`src/rtl/sync_monitor.sv`:
```
// Measures CRTC raster timing (line/frame totals, display and sync widths)
// and tracks whether that timing is stable from frame to frame.
module sync_monitor #(
  parameter int HW = 9,
  parameter int VW = 10
) (
  input  logic          CLK,
  input  logic          RST,
  input  logic          HSYNC,
  input  logic          VSYNC,
  input  logic          DE,
  output logic [HW-1:0] H_TOTAL,
  output logic [HW-1:0] H_DISP,
  output logic [HW-1:0] HS_WIDTH,
  output logic [VW-1:0] V_TOTAL,
  output logic [VW-1:0] V_DISP,
  output logic [VW-1:0] VS_WIDTH,
  output logic          FRAME,
  output logic          LOCKED,
  output logic          ERR
);

  localparam logic [HW-1:0] HMAX = '1;
  localparam logic [VW-1:0] VMAX = '1;

  typedef enum logic [1:0] {ST_SEARCH, ST_ACQUIRE, ST_LOCKED} state_t;

  function automatic logic [HW-1:0] hinc(input logic [HW-1:0] v);
    return (v == HMAX) ? v : v + 1'b1;
  endfunction

  function automatic logic [VW-1:0] vinc(input logic [VW-1:0] v);
    return (v == VMAX) ? v : v + 1'b1;
  endfunction

  logic          hs_q, hs_q2, vs_q, vs_q2, de_q;
  logic [HW-1:0] hcnt, de_cnt, hs_cnt;
  logic          de_any, started, fsynced;
  logic [HW-1:0] ln_tot, ln_de, ln_hs;
  logic [VW-1:0] f_tot, f_disp, f_vs;
  state_t        state;

  logic          hs_rise, vs_rise, close, h_to, v_to, timeout, match;
  logic [HW-1:0] lt_n, ld_n, lh_n;
  logic [VW-1:0] ft_n, fd_n, fv_n;

  assign hs_rise = hs_q & ~hs_q2;
  assign vs_rise = vs_q & ~vs_q2;

  // A line is a rise cycle plus everything up to the next rise. The first
  // rise after reset/timeout only opens a line, so partial lines never count.
  assign close = hs_rise & started;

  // "_n" values already include the line closing this cycle, so a VS rise
  // coincident with an HS rise accounts that line to the ending frame.
  assign lt_n = close ? hinc(hcnt) : ln_tot;
  assign ld_n = close ? de_cnt : ln_de;
  assign lh_n = close ? hs_cnt : ln_hs;
  assign ft_n = close ? vinc(f_tot) : f_tot;
  assign fd_n = (close & de_any) ? vinc(f_disp) : f_disp;
  assign fv_n = (close & vs_q) ? vinc(f_vs) : f_vs;

  // Fire once, on the cycle a counter steps into saturation.
  assign h_to    = ~hs_rise & (hcnt == HMAX - 1'b1);
  assign v_to    = close & ~vs_rise & (f_tot == VMAX - 1'b1);
  assign timeout = h_to | v_to;

  // The outputs hold the previous frame's measurements.
  assign match = ({lt_n, ld_n, lh_n} == {H_TOTAL, H_DISP, HS_WIDTH}) &&
                 ({ft_n, fd_n, fv_n} == {V_TOTAL, V_DISP, VS_WIDTH});

  always_ff @(posedge CLK) begin
    if (RST) begin
      hs_q    <= 1'b0;
      hs_q2   <= 1'b0;
      vs_q    <= 1'b0;
      vs_q2   <= 1'b0;
      de_q    <= 1'b0;
      hcnt    <= '0;
      de_cnt  <= '0;
      hs_cnt  <= '0;
      de_any  <= 1'b0;
      started <= 1'b0;
      ln_tot  <= '0;
      ln_de   <= '0;
      ln_hs   <= '0;
      f_tot   <= '0;
      f_disp  <= '0;
      f_vs    <= '0;
    end else begin
      hs_q  <= HSYNC;
      hs_q2 <= hs_q;
      vs_q  <= VSYNC;
      vs_q2 <= vs_q;
      de_q  <= DE;
      if (hs_rise) begin
        hcnt    <= '0;
        de_cnt  <= {{(HW-1){1'b0}}, de_q};
        hs_cnt  <= {{(HW-1){1'b0}}, hs_q};
        de_any  <= de_q;
        started <= 1'b1;
      end else begin
        hcnt   <= hinc(hcnt);
        de_cnt <= de_q ? hinc(de_cnt) : de_cnt;
        hs_cnt <= hs_q ? hinc(hs_cnt) : hs_cnt;
        de_any <= de_any | de_q;
        if (h_to) started <= 1'b0;
      end
      ln_tot <= lt_n;
      ln_de  <= ld_n;
      ln_hs  <= lh_n;
      if (vs_rise) begin
        f_tot  <= '0;
        f_disp <= '0;
        f_vs   <= '0;
      end else begin
        f_tot  <= ft_n;
        f_disp <= fd_n;
        f_vs   <= fv_n;
      end
    end
  end

  // The first VS rise after reset/timeout only marks the start of a whole
  // frame; FRAME and the lock state machine act on complete frames only.
  always_ff @(posedge CLK) begin
    if (RST) begin
      state    <= ST_SEARCH;
      fsynced  <= 1'b0;
      FRAME    <= 1'b0;
      LOCKED   <= 1'b0;
      ERR      <= 1'b0;
      H_TOTAL  <= '0;
      H_DISP   <= '0;
      HS_WIDTH <= '0;
      V_TOTAL  <= '0;
      V_DISP   <= '0;
      VS_WIDTH <= '0;
    end else begin
      FRAME <= 1'b0;
      ERR   <= 1'b0;
      if (timeout) begin
        state   <= ST_SEARCH;
        fsynced <= 1'b0;
        LOCKED  <= 1'b0;
        ERR     <= (state == ST_LOCKED);
      end else if (vs_rise) begin
        if (!fsynced) begin
          fsynced <= 1'b1;
        end else begin
          FRAME    <= 1'b1;
          H_TOTAL  <= lt_n;
          H_DISP   <= ld_n;
          HS_WIDTH <= lh_n;
          V_TOTAL  <= ft_n;
          V_DISP   <= fd_n;
          VS_WIDTH <= fv_n;
          case (state)
            ST_SEARCH: state <= ST_ACQUIRE;
            ST_ACQUIRE: begin
              if (match) begin
                state  <= ST_LOCKED;
                LOCKED <= 1'b1;
              end
            end
            ST_LOCKED: begin
              if (!match) begin
                state  <= ST_ACQUIRE;
                LOCKED <= 1'b0;
                ERR    <= 1'b1;
              end
            end
            default: begin
              state  <= ST_SEARCH;
              LOCKED <= 1'b0;
            end
          endcase
        end
      end
    end
  end

endmodule

```
`config.mk`:
```
export PLATFORM = sky130hd
export DESIGN_NAME = sync_monitor
export DESIGN_NICKNAME = d
export VERILOG_FILES = /design/src/rtl/sync_monitor.sv
export SDC_FILE = /design/constraint.sdc
export NUM_CORES = 1
export LEC_CHECK = 0
export CAP_MARGIN = 20
export CELL_PAD_IN_SITES_DETAIL_PLACEMENT = 2
export CELL_PAD_IN_SITES_GLOBAL_PLACEMENT = 2
export CORE_ASPECT_RATIO = 0.5
export CORE_MARGIN = 5
export CORE_UTILIZATION = 25
export DETAILED_ROUTE_END_ITERATION = 7
export HOLD_SLACK_MARGIN = 0.02
export PLACE_DENSITY = 0.66
export REMOVE_ABC_BUFFERS = 1
export SLEW_MARGIN = 20
export SYNTH_ARGS = -nofsm -noshare
export SYNTH_HDL_FRONTEND = slang
export SYNTH_SLANG_ARGS = --single-unit
```
`constraint.sdc`:
```
create_clock -name CLK -period 3 [get_ports CLK]
set_clock_uncertainty 0.05 [all_clocks]
set_input_delay 0.3 -clock CLK [delete_from_list [all_inputs] [get_ports CLK]]
set_output_delay 0.3 -clock CLK [all_outputs]
set_load 0.01 [all_outputs]
```
==> impl_results.md, run 1 <==
- Status: complete, no violations
- Initial antenna violation count: 0
- Vias: around 8000
- Final nets: 1138
- Clk_lat worst skew: 0.45 ns
- DIE WIDTH: between 200 and 300 um
- Post-Route Setup TNS: 0 ns
- Post-Synthesis Cells: between 900 and 1000
- Number of flops mapped to enable cells by yosys: 0
- CTS clk-pin slew, worst paths: ~0.07 ns
- Largest net degree at the start of global routing: 64
- # port buffers: 64
- Syn avg cell area: 8.44 um2
- Cell Rows: 47
- RD Place Congestion: 0.880
- Gr usage total: 0.180
- Number of global-route vias before repair: about 8600
- Starting DRC count in detailed routing: ~380
- Share of layout cells above drive strength 1: 0.207
- Pleak: 0.00410 uW
- DRC violations left: 0
- Wire per inst: approximately 22 um
- Max VDD drop: between 0.0002 and 0.00025 V
- RR Startpoint: hs_q$_SDFF_PP0_
- Worst Hold End: vs_q$_SDFF_PP0_
- Die Ht: between 100 and 150 um
- Max-cap viol count: 0
- CP Launch Type: flip-flop
- Die ar.: between 30000 and 40000 um2
- CTS Root Cell: clkbuf_16
- Yosys cell types: 90
- CP endpoint kind: flip-flop
- Clk sinks: approximately 150
- Max Clk Rate: 348 MHz
- Critical path class: reg -> reg
- Async set-reset flop share out of synthesis: 0
- Core Util, Final: 0.335
- Htree depth: 4
- PD cells: approximately 440 nW/um2
- Area delta synth->final: 32.5%
- First-pass GRT wire length: between 50000 and 60000 um
- Post-CTS Hold Fix Bufs: 0
- Reg2Reg Setup Slack: 0.13 ns
- First-pass DRT Iterations: 5
- Top cell type's share of synthesized area: 0.370
- Synth area leader: dfxtp_1
- Post-synthesis cell area: 8340 um2
- Initial core utilization: 0.253
- Fin crit period: ~2.9 ns
- Routed Antenna Nets: 0
- Synth top area cells: dfxtp_1, nor2_1, a211oi_1, xor2_1, mux2i_1
- Layout Cells excl Fill: between 1500 and 2000
- Worst hold stages: 2
- Seq/Total Area, Yosys: 0.370
- Final worst setup slack: ~0.13 ns
- Worst slew margin: 0.443
- Count of final setup violators: 0
- Crit share post-route: 0.957
- CTS tree: yes
- CTS Buffer Depth: 2
- Yosys reg bits: approximately 150
- R2r endpoint: state[1]$_SDFFE_PP0P_
- Worst-Margin Slew: 0.835 ns
- Hold Vio Cnt, Final: 0
- Max-slew violations: 0
- Synthesis warning total: 0
- Core Region: ~33000 um2
- Reg2reg path depth: 11
- Dominant synthesized flop cell: dfxtp_1
- Cts bufs inserted: 17
- Vias/cell: ~5.1
- Inst Count DP: ~1500
- Crit path required time: between 3 and 4 ns
- Crit path max fanout: 8
- Worst min path class: in -> reg
- Pre-CTS setup slack: -0.192 ns
- I/O Pins: between 60 and 70
- Final WL: 33900 um
- Final HPWL DP: between 20000 and 30000 um
- Arrival time at the worst endpoint: about 3.2 ns
- Hold Startpoint: VSYNC
- Total grt overflow: 0
[kinds of logic (layout without fill, tap and decap cells)]
| group | count (synthesis) | count (layout) | synth area share |
|---|---|---|---|
| simple gates | 413 | 413 | 0.261 |
| compound gates | 219 | 219 | 0.188 |
| flops | 154 | 154 | 0.370 |
| buf+inv | 102 | 248 | 0.0600 |
| xor+xnor | 58 | 58 | 0.0609 |
| mux | 32 | 32 | 0.0450 |
| fa+ha+maj | 10 | 10 | 0.0150 |
| other cells | 0 | 1 | 0 |
[stage by stage]
step	total power [uW]	area (um2)	hold slack, ns
4_1_cts	4890	10700	0.348
2_1_floorplan	2350	7970	0.319
3_5_place_dp	2580	10000	0.454
5_1_grt	5040	11000	0.362
6_report	4860	11000	0.364
3_3_place_gp	2560	10000	0.439
[metal layers]
metal	GRT usage	up-vias	wire (um)
li1	-	3799	-
met4	0.0393	0	409
met2	0.307	94	16500
met3	0.0406	23	1200
met5	0	-	0
met1	0.233	4085	15700
[state kept, by name, indices dropped and copies added, names as in the netlist, 2 cells and up]
register	count
state	2
V_DISP	10
ln_tot	9
f_tot	10
H_DISP	9
hcnt	9
f_disp	10
H_TOTAL	9
ln_de	9
f_vs	10
ln_hs	9
VS_WIDTH	10
de_cnt	9
hs_cnt	9
HS_WIDTH	9
V_TOTAL	10
[how the worst max path moves through the flow]
stage | startpoint | endpoint | cells past startpoint
after floorplan | hs_q$_SDFF_PP0_ | V_TOTAL[9]$_SDFFE_PP0P_ | 6
after global placement | hs_q$_SDFF_PP0_ | ERR$_SDFF_PP0_ | 11
after detailed placement | hs_q$_SDFF_PP0_ | state[1]$_SDFFE_PP0P_ | 11
after CTS | hs_q2$_SDFF_PP0_ | state[1]$_SDFFE_PP0P_ | 11
after global routing | f_tot[0]$_SDFF_PP0_ | state[1]$_SDFFE_PP0P_ | 12
final | hs_q$_SDFF_PP0_ | state[1]$_SDFFE_PP0P_ | 11
[cell type report]
class,instances,area (um2)
antenna,1,2.50
clock buffer,21,450
sequential,154,3100
fill,3641,21900
timing repair buffer,183,1670
multi-input combinational,732,5000
clock inverter,9,140
tap,441,552
inverter,35,131
[cells in the final DEF (no fill, tap or decap), types with 5 or more instances in the layout]
cell | synthesis | routed
inv_1 | 35 | 35
buf_6 | 9 | 6
or3_1 | 7 | 7
buf_12 | 1 | 7
nor4_2 | 5 | 5
a21oi_1 | 47 | 47
nand3_1 | 16 | 16
nand2_1 | 57 | 56
o22ai_1 | 7 | 7
nor2b_1 | 16 | 16
a31oi_1 | 12 | 10
xor2_1 | 35 | 35
nor3_1 | 16 | 14
ha_1 | 10 | 8
nand4_1 | 23 | 23
nor2_1 | 186 | 185
o21ai_0 | 29 | 27
a211oi_1 | 50 | 46
mux2i_1 | 26 | 23
o31a_1 | 5 | 5
or2_2 | 8 | 8
xnor2_1 | 23 | 23
dfxtp_1 | 154 | 143
a2111oi_2 | 3 | 5
dfxtp_2 | 0 | 10
o211ai_1 | 8 | 8
and3_1 | 13 | 13
clkdlybuf4s50_1 | 0 | 63
and4_1 | 7 | 5
clkbuf_16 | 0 | 18
buf_4 | 5 | 105
nand2b_1 | 16 | 16
[power breakdown]
part / switching (uW) / internal (uW) / leakage, uW / total, uW
logic: 254 / 198 / 0.00257 / 451
registers: 48.7 / 2080 / 0.00125 / 2130
clock network: 944 / 1330 / 0.000281 / 2280
total: 1250 / 3610 / 0.00410 / 4860
[Yosys cell counts (7+ instances only)]
cell        n
inv_1      35
o211ai_1    8
nand3_1    16
nor3_1     16
buf_2      10
or2_2       8
nor2_1    186
clkbuf_1   38
nor2b_1    16
or3_1       7
nand2b_1   16
nand2_1    57
and4_1      7
a211oi_1   50
o22ai_1     7
xor2_1     35
ha_1       10
a31oi_1    12
nand4_1    23
buf_6       9
mux2i_1    26
dfxtp_1   154
a21oi_1    47
o21ai_0    29
xnor2_1    23
and3_1     13
[critical path, stage by stage, from the launching register on]
cell and delay (ns):
dfxtp_4 0.36, buf_6 0.15, and4b_2 0.33, o31a_1 0.16, and3_1 0.20, a2111oi_4 0.35, o2111ai_2 0.20, nor4_4 0.35
nand4_1 0.15, buf_6 0.17, a211oi_4 0.21, a31o_1 0.12
[what timing repair did]
action                     in CTS  in global routing
gates cloned                    0                  1
setup endpoints to repair       4                  4
gates resized for setup        10                 59
pin swaps                       4                 17
buffers inserted                1                 13
No activity file was read; power rests on OpenSTA's default activity.
==> inputs of run 2 (changes only) <==
--- a/config.mk
+++ b/config.mk
@@ -8,13 +8,11 @@
 export CAP_MARGIN = 20
 export CELL_PAD_IN_SITES_DETAIL_PLACEMENT = 2
 export CELL_PAD_IN_SITES_GLOBAL_PLACEMENT = 2
-export CORE_ASPECT_RATIO = 0.5
 export CORE_MARGIN = 5
 export CORE_UTILIZATION = 25
 export DETAILED_ROUTE_END_ITERATION = 7
 export HOLD_SLACK_MARGIN = 0.02
 export PLACE_DENSITY = 0.66
-export REMOVE_ABC_BUFFERS = 1
 export SLEW_MARGIN = 20
 export SYNTH_ARGS = -nofsm -noshare
 export SYNTH_HDL_FRONTEND = slang
==> run 2 against run 1 <==
Flip-flop and latch count stayed put. Critical path depth up 1. Utilization up 0.34 points. Sequential power hardly changed. Highest routed layer unchanged.
==> impl_results.md, run 2 (same netlist as run 1, synthesis figures left out) <==
- Die Ht: 193 um
- Final nets: roughly 1100
- GR Util met2: 0.314
- Sw frac: 0.263
- Number of global-route vias before repair: 8679
- Worst min path class: in -> reg
- CTS tree: yes
- CTS Buffer Depth: 2
- Arrival time at the worst endpoint: ~3.2 ns
- Crit path required time: around 3.3 ns
- Clk_lat worst skew: 0.46 ns
- Fillers: roughly 3700
- Ant diodes: 0
- Total grt overflow: 0
- Area delta synth->final: 32.7%
- Worst slew margin: 0.535
- Gate power share: 0.089
- Post-Route Setup TNS: 0 ns
- Reg2Reg Setup Slack: between 0.09 and 0.1 ns
- Layout Cells excl Fill: about 1600
- I/O Pins: 65
- Power share of the clock group: 0.468
- Htree depth: 4
- DRC violations left: 0
- Crit path max fanout: 6
- Critical path class: reg -> reg
- M3 GR Usage: 0.0371
- Final HPWL DP: 25000 um
- Gr usage total: 0.182
- Crit path to: ERR$_SDFF_PP0_
- Max VDD drop: 0.000398 V
- Starting DRC count in detailed routing: around 270
- RD Place Congestion: about 0.88
- Reg2reg path depth: 12
- Setup crit start: started$_SDFFE_PP0P_
- Vias: between 7000 and 8000
- Most frequent cells in the layout: nor2_1, dfxtp_1, buf_4
- R2r endpoint: ERR$_SDFF_PP0_
- Wire per inst: ~21 um
- Max-cap viol count: 0
- First-pass GRT wire length: between 50000 and 60000 um
- Count of final setup violators: 0
- Initial antenna violation count: 0
- DIE WIDTH: ~190 um
- Syn Nets: between 1000 and 1500
- Cts bufs inserted: 17
- CTS Root Cell: clkbuf_16
- Flop pwr share: 0.442
- Max-slew violations: 0
- CTS clk-pin slew, worst paths: approximately 0.060 ns
- Core Region: between 30000 and 40000 um2
- Dpl cell area: slightly above 10000 um2
- RSZ-0062 raised after global routing: true
- CP endpoint kind: flip-flop
- P_int: around 3500 uW
- Routed Antenna Nets: 0
- Met1 Use GR: 0.227
- Initial core utilization: 0.255
- # port buffers: 64
- Final Cell Area: between 10000 and 15000 um2
- Pleak: 0.00413 uW
- First-pass DRT Iterations: 4
- Vias/cell: ~5.0
- Max Clk Rate: 345 MHz
- CP max-delay cell: a2111o_1
- CP Launch Type: flip-flop
- Most Crowded Layer GR: met2
- Share of layout cells above drive strength 1: 0.208
- Largest net degree at the start of global routing: between 70 and 80
- Hold Vio Cnt, Final: 0
- Crit share post-route: 0.967
- Crit path largest cell delay: 0.47 ns
- Final WL: between 30000 and 40000 um
- Cells along the critical path: buf_12 > and4b_2 > buf_6 > o31ai_4 > nor3_2 > xnor2_2 > a2111o_1 > nor4_4 > nand4_1 > buf_4 > a31oi_1 > nor3_1
- Die ar.: about 37000 um2
- Cell Rows: between 60 and 70
- Clk sinks: 154
- Commonest non-fill, non-tap cell in the layout: nor2_1
- Inst Count DP: roughly 1500
- PD cells: about 440 nW/um2
- NetSw: between 1000 and 1500 uW
- Status: complete, no violations
- Fin crit period: between 2 and 3 ns
- RR Startpoint: started$_SDFFE_PP0P_
- Worst-Margin Slew: ~0.7 ns
==> run 2: cell count changes in the layout (fill, tap and decap cells not counted), moves of 2 or more <==
cell	previous run	this run
clkbuf_1	3	1
dfxtp_2	10	6
a41oi_2	3	1
clkinv_2	0	2
dfxtp_1	143	146
a31oi_1	10	12
a31oi_2	2	0
buf_4	105	114
==> run 2: critical path: cells and delay by family, from the launching register on <==
family | cells | cell delay [ns]
simple gates | 5 | 1.06
compound gates | 3 | 0.70
xor+xnor | 1 | 0.12
buf+inv | 3 | 0.45
flops | 1 | 0.38
==> run 2: routing by layer <==
layer / part of all wire / vias up / wire (um)
met3: 0.034 / 43 / 1130
met4: 0.022 / 0 / 744
met2: 0.49 / 111 / 16400
li1: - / 3821 / -
met1: 0.45 / 4009 / 15200
met5: 0 / - / 0
==> run 2: through the flow <==
| step | hold WS (ns) | setup slack, ns | power, uW | utilization |
|---|---|---|---|---|
| global route | 0.191 | -0.0314 | 5010 | 0.338 |
| detailed placement | 0.458 | -0.147 | 2570 | 0.309 |
| finish | 0.193 | 0.0989 | 4810 | 0.338 |
| floorplan | 0.378 | 0.346 | 2380 | - |
| CTS | 0.192 | 0.00155 | 4850 | 0.328 |
| global placement | 0.439 | -0.116 | 2560 | 0.309 |
==> run 2: how the worst min path moves through the flow <==
stage                                    start  cells past startpoint                       end  slack (ns)
after floorplan                             DE                      1           de_q$_SDFF_PP0_        0.38
after detailed placement  ln_tot[8]$_SDFF_PP0_                      2      ln_tot[8]$_SDFF_PP0_        0.46
final                                      RST                      2  VS_WIDTH[4]$_SDFFE_PP0P_        0.19
after global placement         de_q$_SDFF_PP0_                      2         de_any$_SDFF_PP0_        0.44
after CTS                                  RST                      2  VS_WIDTH[4]$_SDFFE_PP0P_        0.19
after global routing                       RST                      2  VS_WIDTH[4]$_SDFFE_PP0P_        0.19
==> run 2: power by group through the flow <==
| stage | logic (uW) | registers, uW | clock network, uW |
|---|---|---|---|
| after global placement | 391 | 2170 | 0 |
| after floorplan | 213 | 2170 | 0 |
| after detailed placement | 400 | 2170 | 0 |
| after global routing | 464 | 2130 | 2420 |
| after CTS | 409 | 2130 | 2310 |
| final | 430 | 2130 | 2260 |
==> run 2: what timing repair did <==
| item | 4_1_cts | 5_1_grt |
|---|---|---|
| buffers inserted | 1 | 12 |
| cloned | 0 | 2 |
| pin swaps | 1 | 21 |
| hold buffers | 0 | 0 |
| gates resized for setup | 10 | 45 |
| setup endpoints to repair | 4 | 4 |
==> run 2: cell type report <==
class / count / area [um2] / area share
inverter: 35 / 131 / 0.0119
clock buffer: 20 / 457 / 0.0413
sequential: 154 / 3100 / 0.280
tap: 442 / 553 / 0.0500
multi-input combinational: 732 / 4970 / 0.449
clock inverter: 12 / 136 / 0.0123
timing repair buffer: 191 / 1710 / 0.155
